--- config.mk ---
export PLATFORM = sky130hd
export DESIGN_NAME = pll_reconf_ctrl
export DESIGN_NICKNAME = d
export VERILOG_FILES = /design/src/rtl/pll_reconf_ctrl_pkg.sv /design/src/rtl/pll_reconf_ctrl_timer.sv /design/src/rtl/pll_reconf_ctrl.sv
export SDC_FILE = /design/constraint.sdc
export NUM_CORES = 1
export LEC_CHECK = 0
export ABC_AREA = 1
export CAP_MARGIN = 15
export CELL_PAD_IN_SITES_DETAIL_PLACEMENT = 1
export CELL_PAD_IN_SITES_GLOBAL_PLACEMENT = 2
export CORE_ASPECT_RATIO = 0.5
export CORE_MARGIN = 2
export CORE_UTILIZATION = 33
export DETAILED_ROUTE_END_ITERATION = 6
export PLACE_DENSITY = 0.95
export SLEW_MARGIN = 20
export SYNTH_ARGS = -nofsm -noshare
export SYNTH_HDL_FRONTEND = slang
export SYNTH_SLANG_ARGS = --single-unit
--- constraint.sdc ---
create_clock -name CLK -period 4.4 [get_ports CLK]
set_input_delay 0.88 -clock CLK [delete_from_list [all_inputs] [get_ports CLK]]
set_output_delay 0.88 -clock CLK [all_outputs]
set_load 0.03 [all_outputs]
--- src/rtl/pll_reconf_ctrl_pkg.sv ---
// Shared definitions for the PLL reconfiguration controller:
// FSM state encoding, ROM layout widths and default timing constants.
// ROM layout: ROM_ADDR = {setting[7:0], word_index[WBW-1:0]}, word 0 first.
package pll_reconf_ctrl_pkg;

   typedef enum logic [2:0] {
      ST_IDLE  = 3'd0,
      ST_RD    = 3'd1,
      ST_CAP   = 3'd2,
      ST_WR    = 3'd3,
      ST_WAITW = 3'd4,
      ST_RST   = 3'd5,
      ST_LOCK  = 3'd6
   } state_t;

   // Setting index width; ROM address is SET_W + WBW bits.
   localparam int unsigned SET_W = 8;

   // Shared timer width, wide enough for the longest lock timeout.
   localparam int unsigned TMR_W = 20;

   localparam int unsigned           DEF_RST_CYC = 16;
   localparam logic [TMR_W-1:0]      DEF_LOCK_TO = 20'hFFFFF;

endpackage

--- src/rtl/pll_reconf_ctrl_timer.sv ---
// Loadable down-counter with zero flag. Shared between the PLL reset
// hold time and the lock timeout; the two never run at the same time.
module pll_reconf_ctrl_timer
   import pll_reconf_ctrl_pkg::*;
#(
   parameter int unsigned W = TMR_W
) (
   input  logic         CLK,
   input  logic         RSTX,
   input  logic         LD,
   input  logic         EN,
   input  logic [W-1:0] VAL,
   output logic         ZERO
);

   logic [W-1:0] cnt_q;

   // Load has priority; otherwise count down while enabled, saturating at 0.
   always_ff @(posedge CLK or negedge RSTX) begin
      if (!RSTX) begin
         cnt_q <= '0;
      end else if (LD) begin
         cnt_q <= VAL;
      end else if (EN && (cnt_q != '0)) begin
         cnt_q <= cnt_q - 1'b1;
      end
   end

   assign ZERO = (cnt_q == '0);

endmodule

--- src/rtl/pll_reconf_ctrl.sv ---
// PLL reconfiguration controller. Accepts change requests from the
// button controller, streams NWORD config words from ROM into the PLL
// reconfig port, pulses PLL reset and waits for a stable lock.
// Optional feature macro: PLL_RECONF_LOCK_TIMEOUT_EN (lock timeout + ERR).
module pll_reconf_ctrl
   import pll_reconf_ctrl_pkg::*;
#(
   parameter int unsigned       NWORD   = 4,
   parameter int unsigned       WBW     = 2,
   parameter int unsigned       DW      = 16,
   parameter int unsigned       RST_CYC = DEF_RST_CYC,
   parameter logic [TMR_W-1:0]  LOCK_TO = DEF_LOCK_TO
) (
   input  logic                 CLK,
   input  logic                 RSTX,
   input  logic                 PLL_CHG,
   input  logic [SET_W-1:0]     PLL_ADDR,
   output logic [SET_W+WBW-1:0] ROM_ADDR,
   input  logic [DW-1:0]        ROM_DATA,
   output logic                 RCFG_WE,
   output logic [WBW-1:0]       RCFG_ADDR,
   output logic [DW-1:0]        RCFG_DATA,
   input  logic                 RCFG_BUSY,
   output logic                 PLL_ARESET,
   input  logic                 PLL_LOCKED,
   output logic                 BUSY,
   output logic                 DONE,
   output logic                 ERR
);

   localparam logic [TMR_W-1:0] RST_LD   = TMR_W'(RST_CYC - 1);
   localparam logic [TMR_W-1:0] LOCK_LD  = LOCK_TO - 1'b1;
   localparam logic [WBW-1:0]   LAST_IDX = WBW'(NWORD - 1);

   state_t             state_q, state_d;
   logic [SET_W-1:0]   set_q;
   logic [SET_W-1:0]   pend_addr_q;
   logic [SET_W-1:0]   new_set;
   logic               pend_q;
   logic [WBW-1:0]     idx_q;
   logic [WBW-1:0]     idx_nx;
   logic               accept, restart, advance, finish, timeout, lock_ok;
   logic               lk_m, lk_s, lk_run;
   logic               tmr_ld, tmr_en, tmr_zero;
   logic [TMR_W-1:0]   tmr_val;

   assign idx_nx  = idx_q + 1'b1;
   assign lock_ok = (state_q == ST_LOCK) && lk_s && lk_run;
   assign tmr_en  = (state_q == ST_RST) || (state_q == ST_LOCK);

   pll_reconf_ctrl_timer #(
      .W (TMR_W)
   ) u_timer (
      .CLK  (CLK),
      .RSTX (RSTX),
      .LD   (tmr_ld),
      .EN   (tmr_en),
      .VAL  (tmr_val),
      .ZERO (tmr_zero)
   );

   // State register.
   always_ff @(posedge CLK or negedge RSTX) begin
      if (!RSTX) begin
         state_q <= ST_IDLE;
      end else begin
         state_q <= state_d;
      end
   end

   // Next-state and per-cycle control decode.
   always_comb begin
      state_d = state_q;
      accept  = 1'b0;
      restart = 1'b0;
      advance = 1'b0;
      finish  = 1'b0;
      timeout = 1'b0;
      tmr_ld  = 1'b0;
      tmr_val = RST_LD;
      // A request in the finishing cycle wins over an older pending one.
      new_set = PLL_CHG ? PLL_ADDR : pend_addr_q;
      case (state_q)
         ST_IDLE: begin
            if (PLL_CHG) begin
               accept  = 1'b1;
               state_d = ST_RD;
            end
         end
         ST_RD:  state_d = ST_CAP;
         ST_CAP: state_d = ST_WR;
         ST_WR:  state_d = ST_WAITW;
         ST_WAITW: begin
            if (!RCFG_BUSY) begin
               if (idx_q == LAST_IDX) begin
                  state_d = ST_RST;
                  tmr_ld  = 1'b1;
                  tmr_val = RST_LD;
               end else begin
                  advance = 1'b1;
                  state_d = ST_RD;
               end
            end
         end
         ST_RST: begin
            if (tmr_zero) begin
               state_d = ST_LOCK;
               tmr_ld  = 1'b1;
               tmr_val = LOCK_LD;
            end
         end
         ST_LOCK: begin
`ifdef PLL_RECONF_LOCK_TIMEOUT_EN
            timeout = tmr_zero && !lock_ok;
`endif
            finish = lock_ok || timeout;
            if (finish) begin
               if (pend_q || PLL_CHG) begin
                  restart = 1'b1;
                  state_d = ST_RD;
               end else begin
                  state_d = ST_IDLE;
               end
            end
         end
         default: state_d = ST_IDLE;
      endcase
   end

   // Setting/word index, ROM address and captured config word.
   always_ff @(posedge CLK or negedge RSTX) begin
      if (!RSTX) begin
         set_q     <= '0;
         idx_q     <= '0;
         ROM_ADDR  <= '0;
         RCFG_DATA <= '0;
      end else begin
         if (accept || restart) begin
            set_q    <= new_set;
            idx_q    <= '0;
            ROM_ADDR <= {new_set, {WBW{1'b0}}};
         end else if (advance) begin
            idx_q    <= idx_nx;
            ROM_ADDR <= {set_q, idx_nx};
         end
         if (state_q == ST_CAP) begin
            RCFG_DATA <= ROM_DATA;
         end
      end
   end

   // Pending request store; last address wins, cleared on restart.
   always_ff @(posedge CLK or negedge RSTX) begin
      if (!RSTX) begin
         pend_q      <= 1'b0;
         pend_addr_q <= '0;
      end else if (restart) begin
         pend_q      <= 1'b0;
      end else if (PLL_CHG && (state_q != ST_IDLE)) begin
         pend_q      <= 1'b1;
         pend_addr_q <= PLL_ADDR;
      end
   end

   // Two-flop lock synchroniser plus "previous sample high while in LOCK".
   always_ff @(posedge CLK or negedge RSTX) begin
      if (!RSTX) begin
         lk_m   <= 1'b0;
         lk_s   <= 1'b0;
         lk_run <= 1'b0;
      end else begin
         lk_m   <= PLL_LOCKED;
         lk_s   <= lk_m;
         lk_run <= (state_q == ST_LOCK) && lk_s;
      end
   end

`ifdef PLL_RECONF_LOCK_TIMEOUT_EN
   // Sticky lock-timeout flag, cleared when the next request starts.
   always_ff @(posedge CLK or negedge RSTX) begin
      if (!RSTX) begin
         ERR <= 1'b0;
      end else if (timeout) begin
         ERR <= 1'b1;
      end else if (accept || restart) begin
         ERR <= 1'b0;
      end
   end
`else
   assign ERR = 1'b0;
`endif

   assign BUSY       = (state_q != ST_IDLE);
   assign RCFG_WE    = (state_q == ST_WR);
   assign RCFG_ADDR  = idx_q;
   assign PLL_ARESET = (state_q == ST_RST);
   assign DONE       = finish;

endmodule

==> results by group <==
Route
  • Detailed-route wire length: roughly 9 mm
  • Residual DRC: 0
  • Via density: 4.616
  • First-pass iteration count of the detailed router: 4
  • Starting DRT DRC Count: 100
  • Vias: 2922
  • Post-DRT Antenna Nets: 0
  • Avg WL per Cell: approximately 14 um

Clocking
  • Post-CTS setup repair buffer count: 0
  • Hold_buf cts: 0
  • Root buf cell: clkbuf_16
  • TritonCTS buffer count: 9
  • Post-cts resize count: 0
  • Worst-Skew Late Latency: approximately 0.34 ns
  • CTS tree: yes
  • CTS H-tree depth: 3
  • Clk sinks: between 60 and 70
  • Clock Tree Buf Depth: 2
  • Reg clk slew, reported paths: about 0.06 ns

Timing
  • Worst slew pin tran: 0.7852 ns
  • RSZ-0062 raised after global routing: false
  • Final setup vio count: 0
  • Part of the cycle the worst path needs: about 66%
  • Count of final hold-check violations: 0
  • Clock Skews: 0.007144 ns
  • Fmax: between 300 and 400 MHz
  • Max-slew violation count: 0
  • Max_slew headroom: 47.66%
  • Minimum clock period: 2.907 ns
  • Fin Setup TNS: 0 ns

Logic synthesis
  • Top cell type by total area after synthesis: dfrtp_1
  • FF+latch count, synth: just under 70
  • Seq/Total Area, Yosys: between 40% and 50%
  • Post-synth top area share: between 40% and 50%
  • Avg Cell Area, Syn: a little over 8 um2
  • Largest cells by area after synthesis: dfrtp_1 (49%), nand2_1 (15%), nor2_1 (5.2%)
  • Gate count of the mapped netlist: ~430
  • Synth cell types: 32
  • Post-Syn Nets: approximately 460
  • Synthesis Warnings: 0
  • Synth Cell Area: approximately 0.0035 mm2

Layout
  • Post-route design area: 0.004558 mm2
  • Final-layout fill cell count: around 1200
  • N_diodes: 0
  • Fin nets: 520
  • Share of post-route cells with drive strength above 1: approximately 13%
  • Synth-to-Final Area Change: 29.14%

Global routing
  • Total grt overflow: 0
  • Initial antenna violation count: 0
  • First-pass GRT wire length: between 15 and 20 mm
  • Largest net degree at the start of global routing: 34
  • Gr usage total: approximately 17%
  • Vias in the first global route: between 3000 and 4000

Power
  • VDD IR max: 0.0002734 V
  • Clock Power Share: between 20% and 30%
  • Pint: between 1.5 and 2 mW
  • Seq pwr share: about a third
  • Sw power: between 1 and 1.5 mW
  • Static Leak: approximately 2.1 nW
  • Switch share: 40.55%
  • P per Cell Area: roughly 730 mW/mm2
  • Comb pwr share: between 40% and 50%

Worst setup path
  • Worst-path maximum fanout: 4
  • Crit path buf inv count: 2
  • CP arrival: a little over 2 ns
  • CP max stage cell: clkdlybuf4s50_1
  • Required time of the critical path: 3.52 ns
  • Crit path cell chain: nor3_1 -> inv_1 -> clkdlybuf4s50_1
  • CP startpoint kind: flop
  • Critical path endpoint category: output pin
  • Critical path class: flop to output pin
  • Crit path max-delay family: buffers and inverters
  • Slowest stage delay, CP: approximately 0.62 ns

Placed design
  • IO buf count: 60
  • GP Congestion: approximately 0.77
  • Placed Area: ~0.0042 mm2
  • DP HPWL: roughly 6.6 mm

Die
  • Die H: between 70 and 80 um
  • I/O pin count: a little over 60
  • Die W: 150.3 um
  • # rows: 26
  • Core Region: roughly 0.010 mm2
  • Starting Density: 34.23%
  • Die area: 0.01159 mm2

Outcome
  • Status: finished, final reports clean

Min path
  • Worst Hold Class: flop to flop

Job
  • Max Cap Viol: 0
-- layout by cell type, fill, tap and decap left out, types with 4 or more instances in the layout --
cell type / n
mux2_2: 16
clkbuf_16: 9
xnor2_1: 6
inv_2: 4
xor2_1: 6
dfrtp_1: 69
nor2_2: 4
clkdlybuf4s50_1: 59
inv_1: 39
nor2_1: 49
a21oi_1: 7
o21ai_0: 28
nand3_1: 13
nand2_1: 138
a21oi_2: 4
-- stage by stage --
step / hold slack (ns) / util (%) / std cells / setup slack, ns / power [mW]
2_1_floorplan: 0.3312 / - / 425 / 2.305 / 2.046
5_1_grt: 0.3670 / 44.20 / 633 / 1.396 / 3.541
3_3_place_gp: 0.3400 / 41.06 / 617 / 1.676 / 2.483
4_1_cts: 0.3542 / 44.20 / 633 / 1.506 / 3.350
6_report: 0.3532 / 44.20 / 633 / 1.493 / 3.311
3_5_place_dp: 0.3396 / 41.06 / 617 / 1.633 / 2.533
-- sequential cells by signal (all words and copies together) (netlist names) --
name,count
u_timer.cnt_q,20
RCFG_DATA,16
ROM_ADDR,10
pend_addr_q,8
set_q,8
state_q,3
lk_m,1
lk_run,1
lk_s,1
pend_q,1
-- worst reg2reg max path, stage by stage (launching register included) --
cell     delay, ns
dfrtp_1       0.42
ha_1          0.19
inv_1         0.08
nor3_4        0.42
nor2_4        0.13
a21oi_4       0.44
nand2_1       0.11
nand2_1       0.08
inv_1         0.04
-- power groups by stage --
stage / Sequential [mW] / Clock, mW / Combinational (mW)
3_5_place_dp: 1.11 / 0 / 1.43
6_report: 1.10 / 0.794 / 1.42
3_3_place_gp: 1.09 / 0 / 1.39
4_1_cts: 1.10 / 0.808 / 1.44
2_1_floorplan: 1.28 / 0 / 0.766
5_1_grt: 1.13 / 0.835 / 1.57
-- routing by layer --
| layer | track usage, % | vias to the layer above | share of wire (%) |
|---|---|---|---|
| met5 | 0 | - | 0 |
| met4 | 5.377 | 0 | 1.4 |
| met3 | 4.286 | 10 | 2.7 |
| met2 | 29.73 | 36 | 49 |
| met1 | 21.25 | 1427 | 47 |
| li1 | - | 1449 | - |
-- cell type report --
type	instances	area [um2]	share of cell area [%]
repair buffers	62	610.6	13.40
flip-flops and latches	69	1727	37.88
multi-input cells	302	1556	34.15
clock buffers	9	225.2	4.941
inverters	44	165.2	3.623
well taps	140	175.2	3.843
clock inverters	7	98.84	2.169
-- path summary, 6_finish.rpt --
| kind | slack, ns | end | start | cells after the start |
|---|---|---|---|---|
| max reg2reg | 2.40 | u_timer.cnt_q[10] | ROM_ADDR[0] | 8 |
| max in group asynchronous | 2.96 | RCFG_DATA[12] | RSTX | 2 |
| max | 1.49 | BUSY | state_q[1] | 3 |
| min | 0.35 | lk_s | lk_m | 0 |
| min reg2reg | 0.35 | lk_s | lk_m | 0 |
| min in group asynchronous | 0.63 | u_timer.cnt_q[11] | RSTX | 1 |
-- cell families after synthesis --
group | share of synthesized area (%)
flops | 48.92
simple gates | 27.79
compound gates | 7.054
other cells | 0.1062
mux | 5.104
fa+ha+maj | 1.064
buf+inv | 6.983
xor+xnor | 2.978
-- cell usage after synthesis --
cell	count
nand2_2	3
o21ai_1	3
xnor2_1	6
buf_4	3
o31ai_1	1
nor3_1	3
clkbuf_1	1
clkinv_1	1
nor2_2	4
mux2_2	16
nand3_2	3
o21ai_0	28
nand2_4	1
dfrtp_1	69
nor3_4	2
inv_1	39
inv_2	4
buf_2	2
nor2_4	3
or2_2	2
nand3b_1	3
a21oi_1	7
xor2_1	6
buf_6	4
nand2_1	138
ha_1	3
nand4_1	2
nand3_1	13
conb_1	1
nor2_1	49
a21oi_4	1
a21oi_2	4
(Power assumes the default switching activity.)
